[src/rtl/control.sv]
// Top-level sequencing FSM for the DPLL SAT solver: decide / propagate /
// backtrack loop around the BCP core, imply queue, trace stack,
// variable-state table and variable start/end clause table.
module control #(
    parameter int VAR_BITS    = 8,
    parameter int CLAUSE_BITS = 10
) (
    input  logic                   clock,
    input  logic                   reset,
    input  logic                   start,
    input  logic                   bcp_busy,
    input  logic                   conflict,
    input  logic [CLAUSE_BITS-1:0] bcp_clause_idx,
    output logic                   reset_bcp,
    input  logic                   empty_imply,
    input  logic [VAR_BITS-1:0]    var_out_imply,
    input  logic                   val_out_imply,
    input  logic                   type_out_imply,
    output logic                   pop_imply,
    input  logic                   empty_trace,
    input  logic [VAR_BITS-1:0]    var_out_trace,
    input  logic                   val_out_trace,
    input  logic                   type_out_trace,
    output logic                   pop_trace,
    output logic                   push_trace,
    output logic [VAR_BITS-1:0]    var_in_trace,
    output logic                   val_in_trace,
    output logic                   type_in_trace,
    output logic                   write_vs,
    output logic [VAR_BITS-1:0]    var_in_vs,
    output logic                   val_in_vs,
    output logic                   unassign_in_vs,
    input  logic [CLAUSE_BITS-1:0] start_clause,
    input  logic [CLAUSE_BITS-1:0] end_clause,
    output logic                   read_var_start_end,
    output logic [VAR_BITS-1:0]    var_in_vse,
    output logic                   sat,
    output logic                   unsat
);

    typedef enum logic [3:0] {
        S_IDLE, S_BCP_WAIT, S_DECIDE, S_ASSIGN, S_BACKTRACK,
        S_FLIP, S_VSE_READ, S_BCP_START, S_SAT, S_UNSAT
    } state_t;

    state_t                 r_state, w_next;
    logic [VAR_BITS-1:0]    r_cur_var;
    logic                   r_cur_val;
    logic                   r_cur_type;
    logic [CLAUSE_BITS-1:0] r_start_clause;
    logic [CLAUSE_BITS-1:0] r_end_clause;

    // Clause index and the latched clause range are kept for status/debug
    // only; fold them into a sink so they stay visible without driving logic.
    logic w_unused;
    assign w_unused = ^{bcp_clause_idx, r_start_clause, r_end_clause};

    // State register
    always_ff @(posedge clock or negedge reset) begin
        if (!reset) r_state <= S_IDLE;
        else        r_state <= w_next;
    end

    // Latch the variable being assigned/flipped and the clause range
    always_ff @(posedge clock or negedge reset) begin
        if (!reset) begin
            r_cur_var      <= '0;
            r_cur_val      <= 1'b0;
            r_cur_type     <= 1'b0;
            r_start_clause <= '0;
            r_end_clause   <= '0;
        end else begin
            if (r_state == S_DECIDE && !empty_imply) begin
                r_cur_var  <= var_out_imply;
                r_cur_val  <= val_out_imply;
                r_cur_type <= type_out_imply;
            end
            // A decision popped during backtrack comes back with the opposite value
            if (r_state == S_BACKTRACK && !empty_trace && !type_out_trace) begin
                r_cur_var <= var_out_trace;
                r_cur_val <= ~val_out_trace;
            end
            if (r_state == S_BCP_START) begin
                r_start_clause <= start_clause;
                r_end_clause   <= end_clause;
            end
        end
    end

    // Next-state logic
    always_comb begin
        w_next = r_state;
        unique case (r_state)
            S_IDLE:      if (start) w_next = S_BCP_WAIT;
            S_BCP_WAIT:  if (!bcp_busy) w_next = conflict ? S_BACKTRACK : S_DECIDE;
            S_DECIDE:    w_next = empty_imply ? S_SAT : S_ASSIGN;
            S_ASSIGN:    w_next = S_VSE_READ;
            S_BACKTRACK: begin
                if (empty_trace)         w_next = S_UNSAT;
                else if (!type_out_trace) w_next = S_FLIP;
            end
            S_FLIP:      w_next = S_VSE_READ;
            S_VSE_READ:  w_next = S_BCP_START;
            S_BCP_START: w_next = S_BCP_WAIT;
            S_SAT:       w_next = S_SAT;
            S_UNSAT:     w_next = S_UNSAT;
            default:     w_next = S_IDLE;
        endcase
    end

    // Output decode: strobes and data from state plus latched registers
    always_comb begin
        reset_bcp          = 1'b0;
        pop_imply          = 1'b0;
        pop_trace          = 1'b0;
        push_trace         = 1'b0;
        var_in_trace       = '0;
        val_in_trace       = 1'b0;
        type_in_trace      = 1'b0;
        write_vs           = 1'b0;
        var_in_vs          = '0;
        val_in_vs          = 1'b0;
        unassign_in_vs     = 1'b0;
        read_var_start_end = 1'b0;
        var_in_vse         = '0;
        sat                = 1'b0;
        unsat              = 1'b0;
        unique case (r_state)
            S_DECIDE: pop_imply = !empty_imply;
            S_ASSIGN: begin
                write_vs      = 1'b1;
                var_in_vs     = r_cur_var;
                val_in_vs     = r_cur_val;
                push_trace    = 1'b1;
                var_in_trace  = r_cur_var;
                val_in_trace  = r_cur_val;
                type_in_trace = r_cur_type;
            end
            S_BACKTRACK: begin
                if (!empty_trace) begin
                    pop_trace = 1'b1;
                    // Forced entries are undone in place; decisions get flipped
                    if (type_out_trace) begin
                        write_vs       = 1'b1;
                        var_in_vs      = var_out_trace;
                        unassign_in_vs = 1'b1;
                    end
                end
            end
            S_FLIP: begin
                write_vs      = 1'b1;
                var_in_vs     = r_cur_var;
                val_in_vs     = r_cur_val;
                push_trace    = 1'b1;
                var_in_trace  = r_cur_var;
                val_in_trace  = r_cur_val;
                type_in_trace = 1'b1;
            end
            S_VSE_READ: begin
                read_var_start_end = 1'b1;
                var_in_vse         = r_cur_var;
            end
            S_BCP_START: reset_bcp = 1'b1;
            S_SAT:       sat       = 1'b1;
            S_UNSAT:     unsat     = 1'b1;
            default: ;
        endcase
    end

endmodule

[config.mk]
export PLATFORM = sky130hd
export DESIGN_NAME = control
export DESIGN_NICKNAME = d
export VERILOG_FILES = /design/src/rtl/control.sv
export SDC_FILE = /design/constraint.sdc
export NUM_CORES = 1
export LEC_CHECK = 0
export CAP_MARGIN = 20
export CELL_PAD_IN_SITES_DETAIL_PLACEMENT = 0
export CELL_PAD_IN_SITES_GLOBAL_PLACEMENT = 2
export CORE_ASPECT_RATIO = 1.5
export CORE_MARGIN = 3
export CORE_UTILIZATION = 17
export DETAILED_ROUTE_END_ITERATION = 6
export PLACE_DENSITY_LB_ADDON = 0.1
export SLEW_MARGIN = 10
export SYNTH_ARGS = -nofsm -noshare
export SYNTH_HDL_FRONTEND = slang
export SYNTH_SLANG_ARGS = --single-unit
[constraint.sdc]
create_clock -name clock -period 4.4 [get_ports clock]
set_clock_uncertainty 0.2 [all_clocks]
set_input_delay 0.44 -clock clock [delete_from_list [all_inputs] [get_ports clock]]
set_output_delay 0.44 -clock clock [all_outputs]
set_load 0.02 [all_outputs]
After elaboration in Yosys (flattened, before gate mapping)
Cells that the tools add are included.
- add/sub/neg operators: 0
- multipliers: 0
- divide/modulo/power cells: 0
- magnitude comparators: 0
- equal/unequal tests: 12
- shifts and indexed selects: 0
- multiplexer cells: 30
- bitwise operators: 1
- reduce and logical (&&, ||, !) cells: 10
- operators by type and width (kind ; number):
    8-bit 2-to-1 mux ; 6
    4-bit one-hot mux with 9 select lines ; 1
    4-bit 2-to-1 mux ; 5
    4-bit by 3-bit == test with 1-bit output (second input constant) ; 4
    8-bit one-hot mux with 2 select lines ; 1
    1-bit 2-to-1 mux ; 14
    4-bit by 2-bit == test with 1-bit output (second input constant) ; 2
    4-bit == test (second input constant) ; 2
    4-bit by 1-bit == test with 1-bit output (second input constant) ; 1
    4-bit zero test ; 1
    2-bit inequality test (second input constant) ; 2
    1-bit one-hot mux with 2 select lines ; 2
    1-bit logical AND ; 3
    1-bit zero test ; 3
    3-bit 2-to-1 mux ; 1
    3-bit inequality test (second input constant) ; 1
    3-bit AND reduction ; 1
    2-bit nonzero test ; 1
    2-bit OR reduction ; 1
    1-bit inverter ; 1
- register bits after elaboration: 14
- latch bits: 0
- bits in writable memories: 0
- ROM bits: 0
- input bits: 57
- output and inout bits: 36
- logic and storage cells: 57
- memories: 0

Longest topological paths before layout
Gate-level depths: netlist of run 1.
- depth after elaboration: 4
- depth in mapped cells: 5
- depth with buffers taken out: 4

Worst setup path before layout of run 1
No wires, ideal clock.
- path type: register to output
- from: register r_state[0]
- to: output port var_in_vs[0]
- data arrival time: 2.015 ns
- required time: 3.760 ns
- setup slack: 1.745 ns
- cell stages (with the launch flop): 6
- buffers on the path: 2
- cells stage by stage: dfrtp_1 buf_2 nor4_1 and2_1 buf_4 a21o_1
- longest elaborated chain between the ends: 3
- elaborated cells on any way between the ends: 5
- those cells by class: 3 x eq/ne; 1 x mux; 1 x reduce/logical
- ends and longest elaborated chain (item ; line ; source):
    from (decl) ; 46 ; state_t r_state, w_next;
    from (signal assigned) ; 61 ; else r_state <= w_next;
    4-bit by 3-bit == test with 1-bit output or 4-bit by 2-bit == test with 1-bit output (tied branches) ; 128 ; unique case (r_state)
    2-bit OR reduction (no line) ; - ;
    8-bit one-hot mux with 2 select lines * ; 128 ;
    to (decl) ; 30 ; output logic [VAR_BITS-1:0] var_in_vs,
Every way passes the cells marked *; elsewhere a longest branch is shown, timed or not.

Worst setup path after layout of run 1
- from: input port empty_trace
- to: output port var_in_vs[1]
- longest elaborated chain between the ends: 2
- ends and longest elaborated chain (item ; line ; source):
    from (decl) ; 20 ; input logic empty_trace,
    8-bit 2-to-1 mux ; 140 ; if (!empty_trace) begin
    8-bit one-hot mux with 2 select lines ; 128 ;
Every way passes these cells.

==> results of run 1 <==
[final cells by class]
cell class	count	area [um2]	share of cell area, %
inverter	2	7.51	0.428
sequential	14	350	20.0
clock buffer	3	41.3	2.35
timing repair buffer	64	636	36.2
multi-input combinational	87	629	35.9
tap	72	90.1	5.14
[sequential cells by signal, indices dropped and copies added, names as in the netlist]
signal      cells
r_cur_val       1
r_cur_type      1
r_cur_var       8
r_state         4
[metrics by stage]
stage / util [%] / setup WS (ns)
after floorplan: - / 1.75
after global placement: 29.4 / 1.10
after detailed placement: 29.4 / 1.08
after CTS: 30.1 / 1.07
after global routing: 30.1 / 0.923
final: 30.1 / 1.09
[Yosys cell counts, types with 2 or more instances]
cell type	n
sky130_fd_sc_hd__buf_2	3
sky130_fd_sc_hd__nand2b_1	3
sky130_fd_sc_hd__dfrtp_1	14
sky130_fd_sc_hd__nor3_1	4
sky130_fd_sc_hd__buf_4	4
sky130_fd_sc_hd__inv_1	2
sky130_fd_sc_hd__o32ai_1	2
sky130_fd_sc_hd__a22o_1	8
sky130_fd_sc_hd__nor4b_4	2
sky130_fd_sc_hd__and2_1	18
sky130_fd_sc_hd__nor2_1	7
sky130_fd_sc_hd__o21ai_0	2
sky130_fd_sc_hd__nand2_1	3
sky130_fd_sc_hd__a21oi_1	5
sky130_fd_sc_hd__a21o_1	17
sky130_fd_sc_hd__mux2i_1	3
[kinds of logic after synthesis]
group	synth area share (%)
buffers and inverters	5.09
AND/OR/NAND/NOR	30.1
multiplexers	4.00
AO/OA/AOI/OAI	26.9
flip-flops	33.9
[power by group through the flow]
stage | Clock (mW) | Combinational [mW] | Sequential (mW)
final | 0.106 | 0.0385 | 0.131
after detailed placement | 0 | 0.0389 | 0.134
after CTS | 0.112 | 0.0393 | 0.131
after global routing | 0.119 | 0.0416 | 0.131
after floorplan | 0 | 0.00815 | 0.132
after global placement | 0 | 0.0387 | 0.134
[path summary, 6_finish.rpt]
check / endpoint / from
hold / removal: r_cur_var[1]$_DFFE_PN0P_ / r_cur_var[1]$_DFFE_PN0P_
hold reg to reg: r_cur_var[1]$_DFFE_PN0P_ / r_cur_var[1]$_DFFE_PN0P_
setup reg to reg: r_cur_var[3]$_DFFE_PN0P_ / r_state[0]$_DFFE_PN0P_
min in group asynchronous: r_cur_var[2]$_DFFE_PN0P_ / reset
max in group asynchronous: r_cur_var[5]$_DFFE_PN0P_ / reset
setup / recovery: var_in_vs[1] / empty_trace
[per-layer routing]
layer,track usage (%),part of all wire (%)
met3,1.39,5.8
met2,18.6,49
met1,13.5,43
met4,3.98,1.8
met5,0,0
==> out/qor.log, run 1 <==
[outcome] run status completed
[synth] share of the synthesized area in the top cell type 33.9%
[global_routing] largest net degree at the start of global routing 17
[synth] Seq cells post-synth 14
[critical_path] CP Data Arrival Time 2.67 ns
[synth] number of different library cells in the post-synthesis netlist 29
[worst_hold_path] worst min-delay path class flop to flop
[synth] net count after synthesis 167
[finish] most common library cell in the layout ignoring fill and taps sky130_fd_sc_hd__clkdlybuf4s50_1
[finish] Area growth, synth to finish 69.9%
[synth] Cells after Synth 110
[power] power per standard cell area 157 nW/um2
[clock_tree] CTS tree yes
[clock_tree] Resized Gates After CTS 0
[route] antenna-violating nets left 0
[floorplan] Die Y 101 um
[power] Power Internal 0.215 mW
[critical_path] maximum cell stage delay along the critical path 0.60 ns
[finish] Cell Count, Final, Fillers Out 242
[finish] share of post-route cells with drive strength above 1 7.65%
[power] Psw 0.0603 mW
[critical_path] largest driver fanout on the critical path 11
[critical_path] WP data required 3.76 ns
[route] number of search-and-repair iterations in the first detailed-routing pass 4
[sta] worst max-slew margin expressed relative to the limit 46.7%
[clock_tree] number of sinks on the clock net 14
[critical_path] critical path start-end classification input pin to primary output
[floorplan] number of standard-cell rows in the floorplan 34
[floorplan] Horiz. Die Dim 69.6 um
[critical_path] Critical Path, Cell by Cell clkdlybuf4s50_1, nor4_1, and2_1, a21o_1, clkdlybuf4s50_1
[finish] Post-layout nets 229
[finish] ant diodes 0
[floorplan] placeable core area 5830 um2
[synth] number of synthesized flops with an enable pin 0
[critical_path] number of gates on the worst path with buffers counted 5
[sta] share of the clock period used by the worst path 75.2%
[place] detailed placement HPWL 2720 um
[critical_path] slowest stage cell, crit path sky130_fd_sc_hd__clkdlybuf4s50_1
[power] maximum resistive drop on vdd 0.0000805 V
[floorplan] Top-Level Pins 93
[route] Total Wirelength 3640 um
[clock_tree] buffer cell driving the clock tree root sky130_fd_sc_hd__clkbuf_8
[finish] most frequent cells in the layout sky130_fd_sc_hd__clkdlybuf4s50_1 (62), sky130_fd_sc_hd__and2_1 (18), sky130_fd_sc_hd__a21o_1 (17), sky130_fd_sc_hd__dfrtp_1 (14), sky130_fd_sc_hd__a22o_1 (8)
[finish] fillers 596
[route] post-detailed-route wirelength per cell 15.0 um
[floorplan] initial core utilization 17.7%
[critical_path] slack of the worst reg-to-reg path 2.17 ns
[critical_path] number of buffers and inverters on the critical path 2
[floorplan] die area 7060 um2
[synth] cell taking the most area after synthesis sky130_fd_sc_hd__dfrtp_1
[power] Clock Power Share 38.4%
[global_routing] number of global-route vias before repair 1119
[sta] final setup violating endpoints 0
[synth] fraction of the yosys area taken by sequential cells 33.9%
[critical_path] crit-path leading delay family buffers and inverters
[place] total of buffers placed on input and output ports 62
[place] post-placement cell area 1710 um2
[critical_path] Worst Reg2Reg Path Length in Cells 4
[route] via density per instance 4.45
[sta] hold violation total from the final report 0
[sta] highest clock frequency the design can meet 0.302 GHz
[sta] final period demand of the worst path 3.31 ns
[clock_tree] clock network latency to the later pin of the worst-skew pair 0.24 ns
[route] post-detailed-route DRC marker count 0
[power] Net Sw Frac 21.9%
[synth] predominant post-synthesis flop cell sky130_fd_sc_hd__dfrtp_1
[clock_tree] htree depth 1
[synth] Yosys warnings 0
[clock_tree] hold-fix buffer count after cts 0
[route] number of design-rule violations left by the first detailed-router iteration 19
[global_routing] global-route total usage across every layer 10.7%
[sta] Total Negative Setup Slacks 0 ns
[route] number of vias after detailed routing 1078
[synth] Avg Cell Area, Syn 9.38 um2
[synth] ranking of synthesized cells by area sky130_fd_sc_hd__dfrtp_1 (34%), sky130_fd_sc_hd__a21o_1 (12%), sky130_fd_sc_hd__and2_1 (11%), sky130_fd_sc_hd__a22o_1 (6.8%), sky130_fd_sc_hd__nor4b_4 (4.6%)
[power] power after layout 0.275 mW
[finish] Finished Cell Area 1750 um2
[job] number of max-cap violations 0
[sta] number of pins with negative max-slew slack in the final report 0
[place] GP Congestion 0.665
[power] part of the power in registers 47.7%
[synth] fraction of registers with async set/reset 100%
[global_routing] GRT overflow 0
[synth] mapped cell area 1030 um2
[critical_path] element type at the critical path end primary output
[global_routing] initial antenna violation count 0
[power] Logic pwr share 14.0%
[critical_path] startpoint type of the worst setup path input pin
[critical_path] cell occurring most often along the worst timing path sky130_fd_sc_hd__clkdlybuf4s50_1
[sta] setup repair after global routing missed its margin no
[place] number of cells after detailed placement 239
[global_routing] global-route wire length before repair 5930 um
[sta] Worst Max-Slew Pin Slew 0.796 ns
[clock_tree] Reg clk slew, reported paths 0.06 ns
[clock_tree] number of buffers added by the clock tree synthesis step 3
[power] static leakage 0.830 nW
[clock_tree] Max Root-Sink Buffers 2
[sta] worst hold margin 0.286 ns
[worst_hold_path] cell depth of the worst min-delay path 1
[clock_tree] count of buffers added by post-CTS timing repair for setup 0
No activity file was read; power rests on OpenSTA's default activity.
==> run 2: changes to the inputs <==
--- a/config.mk
+++ b/config.mk
@@ -10,7 +10,7 @@
 export CELL_PAD_IN_SITES_GLOBAL_PLACEMENT = 2
 export CORE_ASPECT_RATIO = 1.5
 export CORE_MARGIN = 3
-export CORE_UTILIZATION = 17
+export CORE_UTILIZATION = 14
 export DETAILED_ROUTE_END_ITERATION = 6
 export PLACE_DENSITY_LB_ADDON = 0.1
 export SLEW_MARGIN = 10
==> constraint.sdc (replaced) <==
create_clock -name clock -period 2.7 [get_ports clock]
set_clock_uncertainty 0.2 [all_clocks]
set_input_delay 0.27 -clock clock [delete_from_list [all_inputs] [get_ports clock]]
set_output_delay 0.27 -clock clock [all_outputs]
set_load 0.02 [all_outputs]
==> out/qor.log, run 2 (same netlist as run 1, synthesis figures left out) <==
[global_routing] GRT overflow 0 [unchanged]
[place] detailed placement HPWL 3060 um [+12%]
[global_routing] largest net degree at the start of global routing 15 [-2]
[finish] share of post-route cells with drive strength above 1 14.0% [+6.4 points]
[route] post-detailed-route wirelength per cell 14.5 um [-3.3%]
[finish] fillers 745 [+25%]
[finish] most common library cell in the layout ignoring fill and taps sky130_fd_sc_hd__clkdlybuf4s50_1
[critical_path] critical path start-end classification flop to primary output
[critical_path] startpoint type of the worst setup path flop
[sta] final period demand of the worst path 2.59 ns
[finish] Area growth, synth to finish 84.6%
[critical_path] largest driver fanout on the critical path 11 [unchanged]
[critical_path] WP data required 2.23 ns [-1.53 ns]
[route] via density per instance 3.97 [-11%]
[clock_tree] Reg clk slew, reported paths 0.06 ns [about the same]
[sta] setup repair after global routing missed its margin no
[finish] most frequent cells in the layout sky130_fd_sc_hd__clkdlybuf4s50_1 (53), sky130_fd_sc_hd__and2_1 (18), sky130_fd_sc_hd__a21o_1 (17), sky130_fd_sc_hd__dfrtp_1 (11)
[clock_tree] count of buffers added by post-CTS timing repair for setup 0 [unchanged]
[job] number of max-cap violations 0 [unchanged]
[clock_tree] Resized Gates After CTS 3 [+3]
[clock_tree] number of sinks on the clock net 14 [unchanged]
[power] maximum resistive drop on vdd 0.000111 V [+38%]
[power] Logic pwr share 14.9% [+0.9 points]
[power] static leakage 1.04 nW [+25%]
[sta] hold violation total from the final report 0 [unchanged]
[route] Total Wirelength 4000 um [+9.9%]
[route] number of search-and-repair iterations in the first detailed-routing pass 4 [unchanged]
[power] Net Sw Frac 22.6% [+0.72 points]
[route] number of vias after detailed routing 1091 [+1.2%]
[finish] Post-layout nets 237 [+3.5%]
[finish] flip-flop count of the largest register after layout 8 [unchanged]
[worst_hold_path] worst min-delay path class input pin to asynchronous set/reset pin
[route] antenna-violating nets left 0 [unchanged]
[clock_tree] htree depth 1 [unchanged]
[route] number of design-rule violations left by the first detailed-router iteration 30 [+11]
[sta] number of pins with negative max-slew slack in the final report 0 [unchanged]
[power] Clock Power Share 38.4% [about the same]
[sta] Total Negative Setup Slacks 0 ns [unchanged]
[critical_path] element type at the critical path end primary output
[sta] Worst Max-Slew Pin Slew 0.709 ns [-0.0870 ns]
[global_routing] global-route total usage across every layer 9.55% [-1.2 points]
[finish] Most flops, register r_cur_var
[clock_tree] buffer cell driving the clock tree root sky130_fd_sc_hd__clkbuf_8
[clock_tree] number of buffers added by the clock tree synthesis step 3 [unchanged]
[floorplan] die area 8460 um2 [+20%]
[place] total of buffers placed on input and output ports 62 [unchanged]
[clock_tree] CTS tree yes
[floorplan] initial core utilization 14.8% [-2.9 points]
[power] power per standard cell area 239 nW/um2 [+52%]
[outcome] run status completed
[sta] highest clock frequency the design can meet 0.387 GHz
[floorplan] Horiz. Die Dim 76.1 um [+9.3%]
[global_routing] global-route wire length before repair 6310 um [+6.4%]
[finish] registers with the highest flip-flop counts r_cur_var (8), r_state (4)
[critical_path] CP Data Arrival Time 2.12 ns [-0.55 ns]
[clock_tree] hold-fix buffer count after cts 0 [unchanged]
[sta] worst max-slew margin expressed relative to the limit 52.6% [+5.9 points]
[floorplan] placeable core area 6990 um2 [+20%]
[route] post-detailed-route DRC marker count 0 [unchanged]
[finish] ant diodes 0 [unchanged]
[floorplan] number of standard-cell rows in the floorplan 37 [+8.8%]
[power] Power Internal 0.353 mW [+64%]
[sta] worst hold margin 0.246 ns [-0.0392 ns]
[clock_tree] clock network latency to the later pin of the worst-skew pair 0.24 ns [about the same]
[sta] share of the clock period used by the worst path 95.8%
[power] part of the power in registers 46.6% [-1.1 points]
[sta] final setup violating endpoints 0 [unchanged]
[clock_tree] Max Root-Sink Buffers 2 [unchanged]
[global_routing] number of global-route vias before repair 1146 [+2.4%]
[global_routing] initial antenna violation count 0 [unchanged]
[place] GP Congestion 0.732 [+10%]
[power] Psw 0.103 mW [+71%]
[floorplan] Die Y 111 um [+9.6%]
[floorplan] Top-Level Pins 93 [unchanged]
## run 2: per-stage QoR
step	utilization [%]	setup slack, ns	cell area (um2)	cells	total power [mW]
detailed placement	26.0	0.0285	1820	272	0.284
finish	27.3	0.114	1910	275	0.456
global route	27.3	0.000779	1910	275	0.482
CTS	26.8	0.0106	1870	275	0.470
global placement	26.0	0.00927	1820	272	0.284
floorplan	-	0.215	1030	110	0.229
## run 2: worst paths after layout
kind | start | end | slack [ns] | cells after the start
hold reg to reg | r_cur_var[3]$_DFFE_PN0P_ | r_cur_var[3]$_DFFE_PN0P_ | 0.28 | 1
setup / recovery | r_state[3]$_DFFE_PN0P_ | var_in_vs[4] | 0.11 | 6
hold / removal | reset | r_cur_var[4]$_DFFE_PN0P_ | 0.25 | 1
max in group asynchronous | reset | r_state[1]$_DFFE_PN0P_ | 1.55 | 1
setup reg to reg | r_state[0]$_DFFE_PN0P_ | r_cur_var[7]$_DFFE_PN0P_ | 0.74 | 6
min in group clock | r_cur_var[3]$_DFFE_PN0P_ | r_cur_var[3]$_DFFE_PN0P_ | 0.28 | 1
## run 2: routing by layer
metal | up-vias | wire, um | GRT usage (%)
met3 | 2 | 219 | 2.44
met4 | 0 | 40 | 3.63
met1 | 515 | 1780 | 11.2
met2 | 43 | 1960 | 16.6
li1 | 531 | - | -
met5 | - | 0 | 0
## run 2: power by group through the flow
stage	combinational (mW)	clock, mW	sequential (mW)
5_1_grt	0.0737	0.196	0.213
3_3_place_gp	0.0681	0	0.216
6_report	0.0680	0.175	0.213
3_5_place_dp	0.0685	0	0.216
4_1_cts	0.0692	0.189	0.212
2_1_floorplan	0.0133	0	0.215
## run 2: final cells by class
type | instances | area (um2) | area share [%]
well taps | 97 | 121 | 6.37
clock buffers | 3 | 41.3 | 2.17
inverters | 2 | 7.51 | 0.394
repair buffers | 72 | 731 | 38.3
flip-flops and latches | 14 | 354 | 18.6
multi-input cells | 87 | 651 | 34.1
## run 2: critical path, stage by stage, from the launching register on
cell and delay [ns]:
sky130_fd_sc_hd__dfrtp_1 0.43, sky130_fd_sc_hd__nand2b_4 0.19, sky130_fd_sc_hd__nor4_4 0.17, sky130_fd_sc_hd__and2_1 0.21
sky130_fd_sc_hd__buf_12 0.15, sky130_fd_sc_hd__a21o_1 0.11, sky130_fd_sc_hd__clkdlybuf4s50_1 0.60
